==> config.mk <==
export PLATFORM = sky130hd
export DESIGN_NAME = mips_cpu_load_store_unit_flat
export DESIGN_NICKNAME = d
export VERILOG_FILES = /design/src/rtl/mips_cpu_load_store_unit_pkg.sv /design/src/rtl/mips_cpu_load_store_unit_if.sv /design/src/rtl/mips_cpu_load_extend.sv /design/src/rtl/mips_cpu_load_store_unit.sv /design/src/flat_wrapper.sv
export SDC_FILE = /design/constraint.sdc
export NUM_CORES = 1
export LEC_CHECK = 0
export ABC_AREA = 1
export BUFFER_PORTS_ARGS = -buffer_cell sky130_fd_sc_hd__buf_2
export CAP_MARGIN = 30
export CORE_MARGIN = 2
export CORE_UTILIZATION = 52
export DETAILED_ROUTE_END_ITERATION = 10
export PLACE_DENSITY = 0.8
export SYNTH_ARGS = -nofsm -noshare
export SYNTH_HDL_FRONTEND = slang
export SYNTH_HIERARCHICAL = 1
export SYNTH_SLANG_ARGS = --single-unit
==> constraint.sdc <==
create_clock -name clk -period 1.9 [get_ports clk]
set_input_delay 0.38 -clock clk [delete_from_list [all_inputs] [get_ports clk]]
set_output_delay 0.38 -clock clk [all_outputs]
set_load 0.01 [all_outputs]
==> src/rtl/mips_cpu_load_store_unit_pkg.sv <==
// Shared opcodes, state type and lane helpers
// for the MIPS load/store unit.
package mips_cpu_pkg;

  localparam logic [5:0] OP_LB  = 6'h20;
  localparam logic [5:0] OP_LH  = 6'h21;
  localparam logic [5:0] OP_LWL = 6'h22;
  localparam logic [5:0] OP_LW  = 6'h23;
  localparam logic [5:0] OP_LBU = 6'h24;
  localparam logic [5:0] OP_LHU = 6'h25;
  localparam logic [5:0] OP_LWR = 6'h26;
  localparam logic [5:0] OP_SB  = 6'h28;
  localparam logic [5:0] OP_SH  = 6'h29;
  localparam logic [5:0] OP_SW  = 6'h2B;

  typedef enum logic [1:0] {
    IDLE = 2'd0,
    REQ  = 2'd1,
    WAIT = 2'd2
  } lsu_state_t;

  function automatic logic op_legal(
    input logic [5:0] op,
    input logic [1:0] a
  );
    logic ok;
    ok = 1'b0;
    case (op)
      OP_LB, OP_LBU, OP_SB,
      OP_LWL, OP_LWR:        ok = 1'b1;
      OP_LH, OP_LHU, OP_SH:  ok = ~a[0];
      OP_LW, OP_SW:          ok = (a == 2'b00);
      default:               ok = 1'b0;
    endcase
    return ok;
  endfunction

  function automatic logic [3:0] lane_be(
    input logic [5:0] op,
    input logic [1:0] a
  );
    logic [3:0] be;
    be = 4'b1111;
    case (op)
      OP_SB:   be = 4'b0001 << a;
      OP_SH:   be = a[1] ? 4'b1100 : 4'b0011;
      default: be = 4'b1111;
    endcase
    return be;
  endfunction

  function automatic logic [31:0] lane_wd(
    input logic [5:0]  op,
    input logic [31:0] d
  );
    logic [31:0] w;
    case (op)
      OP_SB:   w = {4{d[7:0]}};
      OP_SH:   w = {2{d[15:0]}};
      default: w = d;
    endcase
    return w;
  endfunction

endpackage

==> src/rtl/mips_cpu_load_store_unit_if.sv <==
// Avalon-MM master bus between the load/store
// unit and memory.
interface mips_cpu_load_store_unit_if;

  logic [31:0] avm_address;
  logic        avm_read;
  logic        avm_write;
  logic [3:0]  avm_byteenable;
  logic [31:0] avm_writedata;
  logic [31:0] avm_readdata;
  logic        avm_waitrequest;

  modport master (
    output avm_address,
    output avm_read,
    output avm_write,
    output avm_byteenable,
    output avm_writedata,
    input  avm_readdata,
    input  avm_waitrequest
  );

  modport slave (
    input  avm_address,
    input  avm_read,
    input  avm_write,
    input  avm_byteenable,
    input  avm_writedata,
    output avm_readdata,
    output avm_waitrequest
  );

endinterface

==> src/rtl/mips_cpu_load_extend.sv <==
// Load lane selection, sign/zero extension and
// LWL/LWR merge with the old rt value.
module mips_cpu_load_extend
  import mips_cpu_pkg::*;
(
  input  logic [5:0]  opcode,
  input  logic [1:0]  ofs,
  input  logic [31:0] rdata,
  input  logic [31:0] rt_old,
  output logic [31:0] load_data
);

  logic [7:0]  b;
  logic [15:0] h;

  always_comb begin
    b = rdata[{ofs, 3'b000} +: 8];
    h = ofs[1] ? rdata[31:16] : rdata[15:0];
    load_data = rdata;
    case (opcode)
      OP_LB:  load_data = {{24{b[7]}}, b};
      OP_LBU: load_data = {24'h0, b};
      OP_LH:  load_data = {{16{h[15]}}, h};
      OP_LHU: load_data = {16'h0, h};
      OP_LWL: begin
        case (ofs)
          2'd0:    load_data = {rdata[7:0], rt_old[23:0]};
          2'd1:    load_data = {rdata[15:0], rt_old[15:0]};
          2'd2:    load_data = {rdata[23:0], rt_old[7:0]};
          default: load_data = rdata;
        endcase
      end
      OP_LWR: begin
        case (ofs)
          2'd0:    load_data = rdata;
          2'd1:    load_data = {rt_old[31:24], rdata[31:8]};
          2'd2:    load_data = {rt_old[31:16], rdata[31:16]};
          default: load_data = {rt_old[31:8], rdata[31:24]};
        endcase
      end
      default: load_data = rdata;
    endcase
  end

endmodule

==> src/rtl/mips_cpu_load_store_unit.sv <==
// Multi-cycle Avalon-MM load/store engine fed by
// the ALU effective address.
module mips_cpu_load_store_unit
  import mips_cpu_pkg::*;
#(
  parameter int READ_LATENCY = 1
) (
  input  logic        clk,
  input  logic        reset_n,
  input  logic        start,
  input  logic [5:0]  opcode,
  input  logic [31:0] eff_addr,
  input  logic [31:0] store_data,
  input  logic [31:0] rt_old,
  output logic        busy,
  output logic        done,
  output logic [31:0] load_data,
  output logic        addr_error,
  mips_cpu_load_store_unit_if.master avm
);

  localparam logic [1:0] CNT_INIT = 2'(READ_LATENCY - 1);

  lsu_state_t  state_q, state_d;
  logic [5:0]  op_q, op_d;
  logic [1:0]  ofs_q, ofs_d;
  logic [31:0] rt_q, rt_d;
  logic [1:0]  cnt_q, cnt_d;
  logic        done_q, done_d;
  logic        err_q, err_d;
  logic [31:0] ld_q, ld_d;
  logic [31:0] addr_q, addr_d;
  logic        rd_q, rd_d;
  logic        wr_q, wr_d;
  logic [3:0]  be_q, be_d;
  logic [31:0] wd_q, wd_d;
  logic [31:0] ext_data;

  mips_cpu_load_extend u_ext (
    .opcode    (op_q),
    .ofs       (ofs_q),
    .rdata     (avm.avm_readdata),
    .rt_old    (rt_q),
    .load_data (ext_data)
  );

  always_comb begin
    state_d = state_q;
    op_d    = op_q;
    ofs_d   = ofs_q;
    rt_d    = rt_q;
    cnt_d   = cnt_q;
    done_d  = 1'b0;
    err_d   = 1'b0;
    ld_d    = ld_q;
    addr_d  = addr_q;
    rd_d    = rd_q;
    wr_d    = wr_q;
    be_d    = be_q;
    wd_d    = wd_q;
    case (state_q)
      IDLE: begin
        if (start && op_legal(opcode, eff_addr[1:0])) begin
          op_d    = opcode;
          ofs_d   = eff_addr[1:0];
          rt_d    = rt_old;
          addr_d  = {eff_addr[31:2], 2'b00};
          be_d    = lane_be(opcode, eff_addr[1:0]);
          wd_d    = lane_wd(opcode, store_data);
          rd_d    = ~opcode[3];
          wr_d    = opcode[3];
          state_d = REQ;
        end else if (start) begin
          err_d = 1'b1;
        end
      end
      REQ: begin
        if (!avm.avm_waitrequest) begin
          rd_d = 1'b0;
          wr_d = 1'b0;
          if (wr_q) begin
            done_d  = 1'b1;
            state_d = IDLE;
          end else begin
            cnt_d   = CNT_INIT;
            state_d = WAIT;
          end
        end
      end
      WAIT: begin
        if (cnt_q == 2'd0) begin
          ld_d    = ext_data;
          done_d  = 1'b1;
          state_d = IDLE;
        end else begin
          cnt_d = cnt_q - 2'd1;
        end
      end
      default: state_d = IDLE;
    endcase
  end

  always_ff @(posedge clk) begin
    if (!reset_n) begin
      state_q <= IDLE;
      op_q    <= '0;
      ofs_q   <= '0;
      rt_q    <= '0;
      cnt_q   <= '0;
      done_q  <= 1'b0;
      err_q   <= 1'b0;
      ld_q    <= '0;
      addr_q  <= '0;
      rd_q    <= 1'b0;
      wr_q    <= 1'b0;
      be_q    <= '0;
      wd_q    <= '0;
    end else begin
      state_q <= state_d;
      op_q    <= op_d;
      ofs_q   <= ofs_d;
      rt_q    <= rt_d;
      cnt_q   <= cnt_d;
      done_q  <= done_d;
      err_q   <= err_d;
      ld_q    <= ld_d;
      addr_q  <= addr_d;
      rd_q    <= rd_d;
      wr_q    <= wr_d;
      be_q    <= be_d;
      wd_q    <= wd_d;
    end
  end

  assign busy               = (state_q != IDLE);
  assign done               = done_q;
  assign addr_error         = err_q;
  assign load_data          = ld_q;
  assign avm.avm_address    = addr_q;
  assign avm.avm_read       = rd_q;
  assign avm.avm_write      = wr_q;
  assign avm.avm_byteenable = be_q;
  assign avm.avm_writedata  = wd_q;

endmodule

==> src/flat_wrapper.sv <==
// flat-port wrapper written by rule: the top's interface ports become plain ports
module mips_cpu_load_store_unit_flat import mips_cpu_pkg::*;
#(
  parameter int READ_LATENCY = 1
)
  (clk, reset_n, start, opcode, eff_addr, store_data, rt_old, busy, done, load_data, addr_error, avm_avm_address, avm_avm_read, avm_avm_write, avm_avm_byteenable, avm_avm_writedata, avm_avm_readdata, avm_avm_waitrequest);
  mips_cpu_load_store_unit_if avm_i ();
  input  logic clk;
  input  logic reset_n;
  input  logic start;
  input  logic [5:0] opcode;
  input  logic [31:0] eff_addr;
  input  logic [31:0] store_data;
  input  logic [31:0] rt_old;
  output logic busy;
  output logic done;
  output logic [31:0] load_data;
  output logic addr_error;
  output wire logic [$bits(avm_i.avm_address)-1:0] avm_avm_address;
  output wire logic [$bits(avm_i.avm_read)-1:0] avm_avm_read;
  output wire logic [$bits(avm_i.avm_write)-1:0] avm_avm_write;
  output wire logic [$bits(avm_i.avm_byteenable)-1:0] avm_avm_byteenable;
  output wire logic [$bits(avm_i.avm_writedata)-1:0] avm_avm_writedata;
  input wire logic [$bits(avm_i.avm_readdata)-1:0] avm_avm_readdata;
  input wire logic [$bits(avm_i.avm_waitrequest)-1:0] avm_avm_waitrequest;
  assign avm_avm_address = avm_i.avm_address;
  assign avm_avm_read = avm_i.avm_read;
  assign avm_avm_write = avm_i.avm_write;
  assign avm_avm_byteenable = avm_i.avm_byteenable;
  assign avm_avm_writedata = avm_i.avm_writedata;
  assign avm_i.avm_readdata = avm_avm_readdata;
  assign avm_i.avm_waitrequest = avm_avm_waitrequest;
  mips_cpu_load_store_unit #(.READ_LATENCY(READ_LATENCY)) u_core (.clk(clk), .reset_n(reset_n), .start(start), .opcode(opcode), .eff_addr(eff_addr), .store_data(store_data), .rt_old(rt_old), .busy(busy), .done(done), .load_data(load_data), .addr_error(addr_error), .avm(avm_i));
endmodule
After elaboration in Yosys (flattened, before gate mapping). Cells that the tools add are included.

Bitwise gates (word level): 4. Equality and inequality tests: 25. Shift operators: 2. Add/sub/neg operators: 1. Reduce and logical (&&, ||, !) cells: 17. Mux-type cells: 28.

Operator list (count): 32-bit one-hot mux with 3 select lines (2); 32-bit one-hot mux with 6 select lines (1); 6-bit == test (second input constant) (16); 32-bit one-hot mux with 2 select lines (1); 32-bit by 6-bit variable part select with 8-bit output (1); 16-bit two-way mux (1); 2-bit two-way mux (7); 2-bit logical NOT (4); 1-bit two-way mux (8); 4-bit one-hot mux with 2 select lines (1); 2-bit != test (second input constant) (3); 1-bit one-hot mux with 2 select lines (3); 2-bit one-hot mux with 3 select lines (1); 3-bit AND reduction (2); 2-bit nonzero test (3); 3-bit OR reduction (2); 5-bit OR reduction (1); 2-bit by 1-bit == test with 1-bit output (second input constant) (2); 2-bit == test (second input constant) (2); 4-bit two-way mux (1); 2-bit by 1-bit != test with 1-bit output (second input constant) (2); 1-bit NOT (4); 2-bit one-hot mux with 2 select lines (1); 2-bit AND reduction (2); 6 further kinds (6).

Word-level logic and storage cells: 90. Register bits after elaboration: 146. Bits of input ports: 138. Output and inout bits: 105.

Longest topological paths before layout.
Word-level depth: 7. Depth in mapped cells: 13. Mapped depth without buffers: 12.

Hierarchy. Netlist, hierarchy kept.

Modules (own cells, without submodules): mips_cpu_load_store_unit (instances 1, sequential area each 2922.8 um2, cells each 775, area each 5626.6 um2); mips_cpu_load_extend (instances 1, sequential area each 0.0 um2, cells each 530, area each 2387.3 um2).

Least setup slack after synthesis. No wires, ideal clock.

Kind: input port to flip-flop. Start point: in opcode[1]. End point: reg u_core.addr_q[10] (netlist: u_core/avm.avm_address[10]). Data required time: 1.768 ns. Setup slack: 0.344 ns. Cell stages on the path: 12. Arrival: 1.424 ns. Cell sequence: inv_1 > nand2_1 > nor2_2 > nand2_2 > nand2_1 > nand2_1 > nand2_1 > nand3_2 > buf_4 > buf_2 > nand2_1 > a21oi_1.

Cells in the longest elaborated chain, start to end: 6.

RTL lines: start, declared (RTL line flat_wrapper.sv:11) `input logic [5:0] opcode;`; 6-bit == test (RTL line mips_cpu_load_store_unit_pkg.sv:28) `case (op)`; 5-bit OR reduction (tied with other cells) (RTL line mips_cpu_load_store_unit_pkg.sv:28); 1-bit one-hot mux with 3 select lines (*) (RTL line mips_cpu_load_store_unit_pkg.sv:28); 1-bit two-way mux (*) (RTL line mips_cpu_load_store_unit.sv:61) `case (state_q)`; 1-bit logical AND (*) (RTL line mips_cpu_load_store_unit.sv:63) `if (start && op_legal(opcode, eff_addr[1:0])) begin`; 2-bit AND reduction (no source line) (*); end signal, assigned (RTL line mips_cpu_load_store_unit.sv:127) `addr_q <= addr_d;`; end, declared (RTL line mips_cpu_load_store_unit.sv:32) `logic [31:0] addr_q, addr_d;`.

Mark *: on every way between the ends. The rest lies on a longest branch, timed or not. The select of a mux whose other input is x is not followed. A chain may end at the register's enable or synchronous reset.

Final worst setup path.
Start point: reg u_core.ofs_q[0]. End point: reg u_core.ld_q[13] (netlist: u_core/load_data[13]).

Cells in the longest elaborated chain, start to end: 3.

RTL lines: start, declared (RTL line mips_cpu_load_store_unit.sv:26) `logic [1:0] ofs_q, ofs_d;`; start signal, assigned (RTL line mips_cpu_load_store_unit.sv:121) `ofs_q <= ofs_d;`; parallel branches: the longest is 2 deep, another holds 32-bit by 6-bit variable part select with 8-bit output; 32-bit one-hot mux with 6 select lines (*) (RTL line mips_cpu_load_extend.sv:20) `case (opcode)`; named net u_core.ext_data[13] (RTL line mips_cpu_load_store_unit.sv:37) `logic [31:0] ext_data;`; end signal, assigned (RTL line mips_cpu_load_store_unit.sv:126) `ld_q <= ld_d;`; end, declared (RTL line mips_cpu_load_store_unit.sv:31) `logic [31:0] ld_q, ld_d;`.

Mark *: on every way through the listed nets, which the timed path passes.

==> results_dict.tcl <==
set metrics [dict create \
    placementRows 45 \
    ant_nets 0 \
    synth_area_leader_cell "dfxtp_1" \
    dieArea_um2 16400 \
    drtIter0Drc 882 \
    critPathLaunch "u_core/ofs_q[0]$_SDFFE_PN0P_" \
    arrival_ns 2.10 \
    maxSlewHeadroom_pct 65.9 \
    hpwl_mm 19.1 \
    synth.distinct_cells 32 \
    worst_pin_slew_ns 0.511 \
    die_x_um 128 \
    area_growth_pct 26.1 \
    max_stage_delay_ns 0.33 \
    cts_root_buf "clkbuf_16" \
    vias_per_cell 5.37 \
    io_buffers 240 \
    grt_overflow_total 0 \
    seq_area_frac_synth_pct 36.5 \
    use_met3_pct 8.51 \
    p_sw_share_pct 29.1 \
    synth.area.top_cells "dfxtp_1 (36%), nand2_1 (25%), a21oi_1 (7.6%), nor2_1 (6.4%), o21ai_0 (4.7%)" \
    clkSinkCount 146 \
    avgSynthCellArea_um2 6.14 \
    gp_congestion 1.01 \
    core_area_um2 15100 \
    worst-path-buf-inv 3 \
    vdd_ir_drop_max_mv 0.652 \
    post_cts_hold_buffer_count 0 \
    use_met1_pct 38.1 \
    grt_pass1_wl_mm 41.9 \
    end_kind "register" \
    crit_type "reg -> reg" \
    drv_cap 0 \
    drive_above_1_share_pct 23.1 \
    p_total_mw 8.53 \
    fp.dieH_um 128 \
    crit-reg2reg-launch "u_core/ofs_q[0]$_SDFFE_PN0P_" \
    regToRegSetupSlack_ns 0.12 \
    io-pin-count 243 \
    critPathTopFamily "simple AND/OR/NAND/NOR gates" \
    cts_buffers 17 \
    htreeDepth 4 \
    track_usage_pct 32.3 \
    crit_slowest_cell "dfxtp_1" \
    syn_area_um2 8010 \
    leakagePower_nw 4.92 \
    slew_violations 0 \
    fin_area_um2 10100 \
    holdCritStartpoint "avm_avm_waitrequest" \
    wl_per_cell_um 15.4 \
    p_per_area_nw_per_um2 844 \
    period_needed_ns 1.78 \
    post-route-drc-count 0 \
    wl_mm 26.6 \
    worst_ep_required_time_ns 2.21 \
    skew_ns 0.0141 \
    outcome "complete, no violations" \
    clk_pin_slew_ns 0.06 \
    drt_first_pass_iters 6 \
    worstPathMaxFanout 17 \
    placed_cells 1698 \
    utilization_pct 66.7 \
    fin_crit_sh_pct 93.7 \
    comb_power_share_pct 18.6 \
    grt_start_max_net_pins 67 \
    cp_cell_sequence "buf_12 -> inv_1 -> nor2_4 -> buf_12 -> nand2_1 -> nand2_1 -> nand2_1 -> nand2_1 -> nor2_1 -> nand4_1 -> o21ai_0 -> nor2_1" \
    initial_core_util_pct 52.9 \
    dpl_cell_area_um2 9440 \
    whs_path_depth 2 \
    nFillCells 1484 \
    worstHoldPathType "in -> reg" \
    rr_worst_depth 12 \
    cts_tree "done" \
    grt_pass1_vias 8542 \
    fin_nets 1673 \
    pwr-share-seq_pct 40.1 \
    multi_input_area_um2 4380 \
    synth_seq_cells 146 \
    syn-instance-count 1305 \
    synth_top_area_share_pct 36.5 \
    vias 9308 \
    fin_cells 1733 \
    seq_area_um2 2930 \
    use_met2_pct 53.8 \
    clock_power_share_pct 41.3 \
    setup_ws_ns 0.119 \
    antenna_found_initial 1 \
    worst_path_most_repeated_cell "nand2_1" \
    yosys_warnings 6 \
    power_switching_mw 2.49 \
    r2r_end "u_core/load_data[13]$_SDFFE_PN0P_" \
    fin_hold_ws_ns 0.144 \
    finalHoldViolCount 0 \
    finalSetupViolCount 0 \
    internal_power_mw 6.05 \
    min_delay_worst_endpoint "u_core/done$_SDFF_PN0_" \
    clock_latency_ns 0.43 \
    busiest_layer "met2" \
    max_clock_freq_mhz 562 \
    clock_path_buffers 2 \
    tns_ns 0 \
    startpoint_type "register" \
    pre_cts_slack_ns 0.0525 \
    rsz0062_at_grt "no" \
]
==> per-layer routing <==
| metal | vias up | wire [µm] |
|---|---|---|
| met4 | 0 | 1290 |
| met2 | 444 | 12600 |
| met1 | 4197 | 10400 |
| met3 | 85 | 2320 |
| li1 | 4582 | - |
| met5 | - | 0 |
==> power by group through the flow <==
stage | clock network, mW | registers (mW) | logic (mW)
final | 3.52 | 3.43 | 1.59
after global routing | 3.70 | 3.45 | 1.78
after CTS | 3.56 | 3.43 | 1.57
after detailed placement | 0 | 3.49 | 1.57
after global placement | 0 | 3.48 | 1.55
after floorplan | 0 | 3.58 | 0.835
==> worst max-delay path by stage <==
stage / slack (ns) / endpoint / cells after the start
2_1_floorplan: 0.34 / u_core/avm.avm_address[10]$_SDFFE_PN0P_ / 12
3_3_place_gp: 0.1 / u_core/op_q[1]$_SDFFE_PN0P_ / 13
3_5_place_dp: 0.05 / u_core/rt_q[17]$_SDFFE_PN0P_ / 13
4_1_cts: 0.09 / u_core/load_data[13]$_SDFFE_PN0P_ / 11
5_1_grt: 0.001 / u_core/load_data[13]$_SDFFE_PN0P_ / 12
6_report: 0.12 / u_core/load_data[13]$_SDFFE_PN0P_ / 12
==> cells in the mapped netlist <==
cell type and n:
nor2_1 136, nor2_2 8, nand2_4 2, inv_2 6, buf_6 12, inv_1 70, buf_2 25, o211ai_1 6
clkbuf_1 37, nand2_1 535, or2_2 5, buf_8 1, ha_1 4, dfxtp_1 146, clkinv_2 1, or2_1 3
nor2_4 2, nand4_1 13, nand3_2 3, o31ai_1 1, o21ai_2 6, nand3_1 63, o21ai_1 5, a211oi_1 2
conb_1 1, nand4_2 1, buf_4 5, a21oi_1 121, o21a_1 4, o21ai_0 76, and2_1 1, nand2_2 4
==> cells by family after synthesis <==
group / count (synthesis) / share of synthesized area [%]
AND/OR/NAND/NOR: 776 / 39.1
AO/OA/AOI/OAI: 221 / 14.5
buffers and inverters: 157 / 9.26
flip-flops: 146 / 36.5
adder cells (fa/ha/maj): 4 / 0.625
other: 1 / 0.0468
==> cells in the final DEF, fill, tap and decap left out, drive strengths merged <==
cell,n
o31ai,1
ha,4
o21a,4
or2,8
o211ai,6
o21ai,87
clkbuf,19
clkinv,2
and2,1
buf,285
inv,82
dfxtp,146
diode,1
conb,2
nor2,147
a21oi,121
a211oi,2
nand4,14
nand2,541
bufinv,3
clkinvlp,3
nand3,66
==> flip-flops by register name, indices dropped and copies added (netlist names), 4 cells and up <==
name / flops
u_core/avm.avm_byteenable: 4
u_core/rt_q: 32
u_core/load_data: 32
u_core/op_q: 6
u_core/avm.avm_address: 30
u_core/avm.avm_writedata: 32
==> worst register-to-register path: stages (launching register included) <==
cell and delay [ns]:
dfxtp_1 0.33, buf_12 0.16, inv_1 0.16, nor2_4 0.06
buf_12 0.15, nand2_1 0.06, nand2_1 0.06, nand2_1 0.07
nand2_1 0.06, nor2_1 0.16, nand4_1 0.14, o21ai_0 0.21
nor2_1 0.05
==> layout make-up <==
type,count,share of cell area (%)
Multi-Input combinational cell,1004,43.3
Sequential cell,146,29.0
Timing Repair Buffer,285,16.4
Inverter,77,2.91
Tap cell,188,2.33
Clock inverter,13,1.71
Antenna cell,1,0.0248
Clock buffer,19,4.38
==> what timing repair did <==
action | in CTS | in global routing
endpoints found under the setup margin | 0 | 13
setup buffers | 0 | 1
resized for setup | 0 | 8
Note: power is estimated with default switching activity, not from simulation.
